[config.mk]
export PLATFORM = sky130hd
export DESIGN_NAME = fp_mul_pipe
export DESIGN_NICKNAME = d
export VERILOG_FILES = /design/src/rtl/fp_mul_pkg.sv /design/src/rtl/fp_mul_pipe_round_norm.sv /design/src/rtl/fp_mul_pipe.sv
export SDC_FILE = /design/constraint.sdc
export NUM_CORES = 2
export LEC_CHECK = 0
export ABC_AREA = 0
export CAP_MARGIN = 25
export CORE_ASPECT_RATIO = 1.5
export CORE_MARGIN = 1
export CORE_UTILIZATION = 30
export CTS_CLUSTER_SIZE = 16
export DETAILED_ROUTE_END_ITERATION = 8
export PLACE_DENSITY = 0.51
export SLEW_MARGIN = 20
export SYNTH_ARGS = -nofsm -noshare
export SYNTH_HDL_FRONTEND = slang
export SYNTH_SLANG_ARGS = --single-unit
[constraint.sdc]
create_clock -name clk -period 8.8 [get_ports clk]
set_input_delay 2.2 -clock clk [delete_from_list [all_inputs] [get_ports clk]]
set_output_delay 2.2 -clock clk [all_outputs]
set_load 0.01 [all_outputs]
[src/rtl/fp_mul_pkg.sv]
// Shared definitions for the pipelined floating-point multiplier:
// rounding-mode encodings, exception flag bundle and field helpers.
package fp_mul_pkg;

  localparam logic RND_HALF_UP      = 1'b0;
  localparam logic RND_NEAREST_EVEN = 1'b1;

  typedef struct packed {
    logic inv;
    logic ovf;
    logic unf;
  } fp_flags_t;

  function automatic int fp_bias(input int exp_w);
    return (1 << (exp_w - 1)) - 1;
  endfunction

  // Field extractors work on a word zero-extended to 64 bits so one helper
  // serves every EXP_W/MAN_W combination; callers cast back to field width.
  function automatic logic fp_sign_bit(input logic [63:0] x, input int exp_w,
                                       input int man_w);
    return x[exp_w + man_w];
  endfunction

  function automatic logic [63:0] fp_exp_field(input logic [63:0] x,
                                               input int exp_w,
                                               input int man_w);
    return (x >> man_w) & ((64'd1 << exp_w) - 64'd1);
  endfunction

  function automatic logic [63:0] fp_frac_field(input logic [63:0] x,
                                                input int man_w);
    return x & ((64'd1 << man_w) - 64'd1);
  endfunction

endpackage

[src/rtl/fp_mul_pipe_round_norm.sv]
// Combinational normalise + round + renormalise of a raw significand product.
// Returns the stored fraction and the exponent after both adjustments.
module fp_round_norm
  import fp_mul_pkg::*;
#(
  parameter int EXP_W = 8,
  parameter int MAN_W = 23
) (
  input  logic [2*MAN_W+1:0]      prod_i,
  input  logic signed [EXP_W+1:0] exp_i,
  input  logic                    rnd_mode_i,
  output logic [MAN_W-1:0]        frac_o,
  output logic signed [EXP_W+1:0] exp_o
);

  localparam int M  = MAN_W;
  localparam int EW = EXP_W + 2;
  localparam logic signed [EW-1:0] ONE_S = EW'(1);

  function automatic logic round_inc(input logic mode, input logic g,
                                     input logic s, input logic lsb);
    if (mode == RND_NEAREST_EVEN) return g & (s | lsb);
    return g;
  endfunction

  logic [M:0]             kept;
  logic                   guard;
  logic                   sticky;
  logic signed [EW-1:0]   exp_n;
  logic [M+1:0]           rsum;

  always_comb begin
    // Product in [1,4): a set top bit means one extra right shift, and the
    // bit that falls off joins the sticky group.
    if (prod_i[2*M+1]) begin
      kept   = prod_i[2*M+1:M+1];
      guard  = prod_i[M];
      sticky = |prod_i[M-1:0];
      exp_n  = exp_i + ONE_S;
    end else begin
      kept   = prod_i[2*M:M];
      guard  = prod_i[M-1];
      sticky = |prod_i[M-2:0];
      exp_n  = exp_i;
    end

    rsum = {1'b0, kept} + (M+2)'(round_inc(rnd_mode_i, guard, sticky, kept[0]));

    // Rounding carry out of 1.111..1 gives exactly 2.0; renormalise.
    if (rsum[M+1]) begin
      frac_o = rsum[M:1];
      exp_o  = exp_n + ONE_S;
    end else begin
      frac_o = rsum[M-1:0];
      exp_o  = exp_n;
    end
  end

endmodule

[src/rtl/fp_mul_pipe.sv]
// Three-stage floating-point multiplier with valid/ready flow control,
// selectable rounding and separate invalid/overflow/underflow flags.
module fp_mul_pipe
  import fp_mul_pkg::*;
#(
  parameter int EXP_W = 8,
  parameter int MAN_W = 23,
  localparam int W = 1 + EXP_W + MAN_W
) (
  input  logic         clk,
  input  logic         reset,
  input  logic         in_valid,
  output logic         in_ready,
  input  logic         rnd_mode,
  input  logic [W-1:0] a,
  input  logic [W-1:0] b,
  output logic         out_valid,
  input  logic         out_ready,
  output logic [W-1:0] c,
  output logic         ovf,
  output logic         unf,
  output logic         inv
);

  localparam int EW = EXP_W + 2;
  localparam int PW = 2 * MAN_W + 2;
  localparam logic signed [EW-1:0] BIAS_S = EW'(fp_bias(EXP_W));
  localparam logic signed [EW-1:0] EMAX_S = EW'((1 << EXP_W) - 1);
  localparam logic signed [EW-1:0] ZERO_S = EW'(0);
  localparam logic [EXP_W-1:0]     EXP_ONES = '1;
  localparam logic [EXP_W-1:0]     EXP_ZERO = '0;

  logic      en;
  logic      vld_p1, vld_p2, out_valid_q;
  logic [W-1:0] c_q, c_d;
  fp_flags_t flags_q, flags_d;

  // Whole pipeline advances together; it freezes only when a result waits.
  assign en       = !out_valid_q | out_ready;
  assign in_ready = en;

  // ---- stage 0 -> 1: unpack, sign, exponent sum, significand product ----
  logic                 sa_p0, sb_p0;
  logic [EXP_W-1:0]     ea_p0, eb_p0;
  logic [MAN_W-1:0]     fa_p0, fb_p0;
  logic signed [EW-1:0] exp_p0;
  logic [PW-1:0]        prod_p0;

  always_comb begin
    sa_p0   = fp_sign_bit(64'(a), EXP_W, MAN_W);
    sb_p0   = fp_sign_bit(64'(b), EXP_W, MAN_W);
    ea_p0   = EXP_W'(fp_exp_field(64'(a), EXP_W, MAN_W));
    eb_p0   = EXP_W'(fp_exp_field(64'(b), EXP_W, MAN_W));
    fa_p0   = MAN_W'(fp_frac_field(64'(a), MAN_W));
    fb_p0   = MAN_W'(fp_frac_field(64'(b), MAN_W));
    exp_p0  = $signed({2'b00, ea_p0}) + $signed({2'b00, eb_p0}) - BIAS_S;
    prod_p0 = PW'({1'b1, fa_p0}) * PW'({1'b1, fb_p0});
  end

  logic                 sign_p1, rnd_p1, inv_p1, zero_p1;
  logic signed [EW-1:0] exp_p1;
  logic [PW-1:0]        prod_p1;

  always_ff @(posedge clk) begin
    if (en) begin
      sign_p1 <= sa_p0 ^ sb_p0;
      rnd_p1  <= rnd_mode;
      inv_p1  <= (ea_p0 == EXP_ONES) | (eb_p0 == EXP_ONES);
      zero_p1 <= (ea_p0 == EXP_ZERO) | (eb_p0 == EXP_ZERO);
      exp_p1  <= exp_p0;
      prod_p1 <= prod_p0;
    end
  end

  // ---- stage 1 -> 2: normalise and round ----
  logic [MAN_W-1:0]     frac_rn;
  logic signed [EW-1:0] exp_rn;

  fp_round_norm #(
    .EXP_W (EXP_W),
    .MAN_W (MAN_W)
  ) u_round_norm (
    .prod_i     (prod_p1),
    .exp_i      (exp_p1),
    .rnd_mode_i (rnd_p1),
    .frac_o     (frac_rn),
    .exp_o      (exp_rn)
  );

  logic                 sign_p2, inv_p2, zero_p2;
  logic signed [EW-1:0] exp_p2;
  logic [MAN_W-1:0]     frac_p2;

  always_ff @(posedge clk) begin
    if (en) begin
      sign_p2 <= sign_p1;
      inv_p2  <= inv_p1;
      zero_p2 <= zero_p1;
      exp_p2  <= exp_rn;
      frac_p2 <= frac_rn;
    end
  end

  // ---- stage 2 -> 3: exception priority, pack, flags ----
  always_comb begin
    c_d     = {sign_p2, exp_p2[EXP_W-1:0], frac_p2};
    flags_d = '0;
    if (inv_p2) begin
      c_d         = '1;
      flags_d.inv = 1'b1;
    end else if (zero_p2) begin
      c_d = {sign_p2, {(W-1){1'b0}}};
    end else if (exp_p2 >= EMAX_S) begin
      c_d         = '1;
      flags_d.ovf = 1'b1;
    end else if (exp_p2 <= ZERO_S) begin
      c_d         = {sign_p2, {(W-1){1'b0}}};
      flags_d.unf = 1'b1;
    end
  end

  // Control and the visible result are reset; interior data is not.
  always_ff @(posedge clk) begin
    if (reset) begin
      vld_p1      <= 1'b0;
      vld_p2      <= 1'b0;
      out_valid_q <= 1'b0;
      c_q         <= '0;
      flags_q     <= '0;
    end else if (en) begin
      vld_p1      <= in_valid;
      vld_p2      <= vld_p1;
      out_valid_q <= vld_p2;
      if (vld_p2) begin
        c_q     <= c_d;
        flags_q <= flags_d;
      end
    end
  end

  assign out_valid = out_valid_q;
  assign c         = c_q;
  assign inv       = flags_q.inv;
  assign ovf       = flags_q.ovf;
  assign unf       = flags_q.unf;

endmodule

==> flow_summary_export.csv <==
group,metric,value,unit
status,outcome,"finished clean",
floorplan,die_area,84400,µm²
yosys,synth_cell_types,60,
worst_setup_path,critPathRequiredTime,8.98,ns
clocking,cts_tree,"yes",
worst_setup_path,worstSetupStartpoint,"a[10]",
grt,grt_pass1_vias,19900,
timing,fin_crit_sh,98.2,%
floorplan,die_h,355,µm
timing,maxSlewHeadroom,42.5,%
worst_setup_path,worstReg2RegEnd,"exp_p2[9]",
worst_setup_path,path_delay_family,"adder cells",
clocking,cts_buffers,17,
yosys,syn_inst,2711,
worst_setup_path,cp_num_buf_inv,8,
clocking,cts_max_level,4,
final_layout,layout-drive-gt1-share,12.4,%
grt,grt_overflow,0,
floorplan,coreArea,82500,µm²
worst_setup_path,crit_path_end_kind,"flop",
final_layout,layout.cells.non_filler,4124,
route,routed-via-count,18300,
yosys,synth_warnings,0,
timing,setup_tns,0,ns
worst_setup_path,worst-setup-path-type,"in2reg",
grt,grt_max_degree,69,
timing,setup_ws,0.156,ns
timing,slew_violations,0,
clocking,cts_root_buffer,"clkbuf_16",
route,wirelength,66100,µm
placement,port_buffers,105,
final_layout,areaGrowthSynthToFinish,21.7,%
worst_setup_path,crit_fanout,7,
clocking,path_clk_slew,0.06,ns
floorplan,io_pins,106,
placement,dp_hpwl,58800,µm
placement,gp_congestion,0.845,
grt,grt_use_total,16.2,%
timing,period_minus_slack,8.64,ns
yosys,syn_nets,3455,
run,maxCapViolations,0,
final_layout,final_nets,3742,
route,antenna_left,0,
final_layout,n_antenna_cell,0,
route,drt_iter0_markers,613,
yosys,synth_top_area_share,38.7,%
yosys,avgSynthCellArea,9.21,µm²
route,viasPerCell,4.43,
yosys,ys_async_sr_fraction,0,%
timing,skew,0.0161,ns
floorplan,initial_utilization,30.3,%
worst_setup_path,max_stage_delay,0.55,ns
final_layout,fill_cells,8438,
clocking,clock_latency,0.43,ns
worst_setup_path,crit_slowest_cell,"fa_1",
yosys,synth_edf_count,98,
yosys,synth_largest_area_cell,"fa_1",
route,wl_per_cell,16.0,µm
clocking,cts_hold_buf,0,
clocking,cts.sinks,136,
grt,grt_first_pass_wirelength,107000,µm
route,dr.pass1.iters,5,
floorplan,die_x,238,µm
yosys,ys_ff_latch,136,
timing,finalHoldViolCount,0,
worst_setup_path,cp.depth,25,
yosys,synthTopCellsByCount,"inv_1 (594), fa_1 (483), nand2_1 (346)",
yosys,synthFlopType,"edfxtp_1",
clocking,clockBufferDepth,2,
placement,dp_slack,-1.01,ns
placement,dpl.cell_count,4082,
worst_setup_path,cp-start-kind,"input port",
worst_setup_path,ff2ff_path_depth,15,
timing,setup_violations,0,
worst_setup_path,worstSetupEndpoint,"prod_p1[41]",
final_layout,post-route-util,36.9,%
worst_setup_path,r2r-start,"prod_p1[47]",
route,drc,0,
worst_setup_path,r2r_slack,4.25,ns
yosys,ys_seq_area_share,14.8,%
timing,worstMarginPinSlew,0.862,ns
yosys,yosysMostFrequentCell,"inv_1",
worst_hold_path,hold_path_class,"reg2reg",
yosys,ys_top_cells_by_area,"fa_1 (39%), edfxtp_1 (12%), ha_1 (9.6%)",
worst_setup_path,arrival,8.82,ns
floorplan,num_rows,129,
yosys,syn-cell-area,25000,µm²
worst_setup_path,cp_common_cell,"fa_1",
grt,antenna_found_initial,1,
timing,maxClockFrequency,116,MHz
## through the flow
stage                     cell area, µm²  hold WS (ns)
final                              30400         0.419
after global routing               30400         0.426
after CTS                          30000         0.421
after detailed placement           29400         0.407
after global placement             29400         0.403
after floorplan                    25000         0.400
## sequential cells by signal (all words and copies together), names as in the netlist
| register | flops |
|---|---|
| c | 32 |
| exp_p1 | 10 |
| exp_p2 | 10 |
| frac_p2 | 23 |
| inv | 1 |
| inv_p1 | 1 |
| inv_p2 | 1 |
| out_valid | 1 |
| ovf | 1 |
| prod_p1 | 48 |
| rnd_p1 | 1 |
| sign_p1 | 1 |
| sign_p2 | 1 |
| unf | 1 |
| vld_p1 | 1 |
| vld_p2 | 1 |
| zero_p1 | 1 |
| zero_p2 | 1 |
## layer usage
layer	wire (µm)	track usage [%]	vias up
li1	-	-	8785
met1	27500	19.1	9197
met2	35700	31.4	236
met3	1210	0.915	49
met4	1700	4.80	0
met5	0	0	-
## worst min-delay path by stage
stage | startpoint | to | slack (ns) | depth (start not counted)
2_1_floorplan | inv_p1 | inv_p2 | 0.40 | 0
5_1_grt | zero_p1 | zero_p2 | 0.43 | 0
6_report | inv_p1 | inv_p2 | 0.42 | 0
3_5_place_dp | inv_p1 | inv_p2 | 0.41 | 0
4_1_cts | inv_p1 | inv_p2 | 0.42 | 0
3_3_place_gp | inv_p1 | inv_p2 | 0.40 | 0
## what timing repair did
item	4_1_cts	5_1_grt
setup endpoints to repair	14	17
cloned	0	0
setup buffers	0	10
pin swaps	0	24
resized for setup	14	76
## placed cells by master (no fill, tap or decap), types with 4 or more instances in the layout
master and n:
ha_4 5, and3_1 10, dfxtp_1 38, nand3_1 20, or3_1 4, nand4_1 16, clkdlybuf4s50_1 92, nor2b_1 9
nor2_2 4, o21bai_1 15, o21ai_0 26, clkbuf_16 18, a31oi_1 5, inv_8 5, buf_6 11, and2_1 254
inv_1 591, a21oi_2 10, buf_12 28, nor2_1 111, buf_4 240, nor3_1 39, xnor2_1 62, nand2_1 345
a21o_1 25, ha_1 187, edfxtp_1 98, a21oi_1 93, fa_1 482, a211oi_1 4, mux2i_1 9, xor2_1 34
nor4_1 11, dlymetal6s2s_1 11, o21ai_1 6
## cell type report
class | instances | area [µm²] | share of cell area, %
sequential | 136 | 3700 | 12.2
clock inverter | 14 | 148 | 0.486
tap | 1113 | 1390 | 4.58
inverter | 598 | 2250 | 7.40
timing repair buffer | 387 | 3610 | 11.9
clock buffer | 18 | 450 | 1.48
multi-input combinational | 1858 | 18800 | 62.0
## logic make-up (layout without fill, tap and decap cells)
kind of cell / count (synthesis) / count (layout) / share of synthesized area, %
compound gates: 228 / 228 / 5.56
xor+xnor: 96 / 96 / 3.37
fa+ha+maj: 676 / 676 / 48.4
buf+inv: 717 / 1017 / 10.8
flops: 136 / 136 / 14.8
mux: 12 / 12 / 0.496
simple gates: 846 / 846 / 16.5
Power is left out: the tool's default activity adds up to more than one toggle a clock period on the data nets, which glitch-free logic cannot reach.
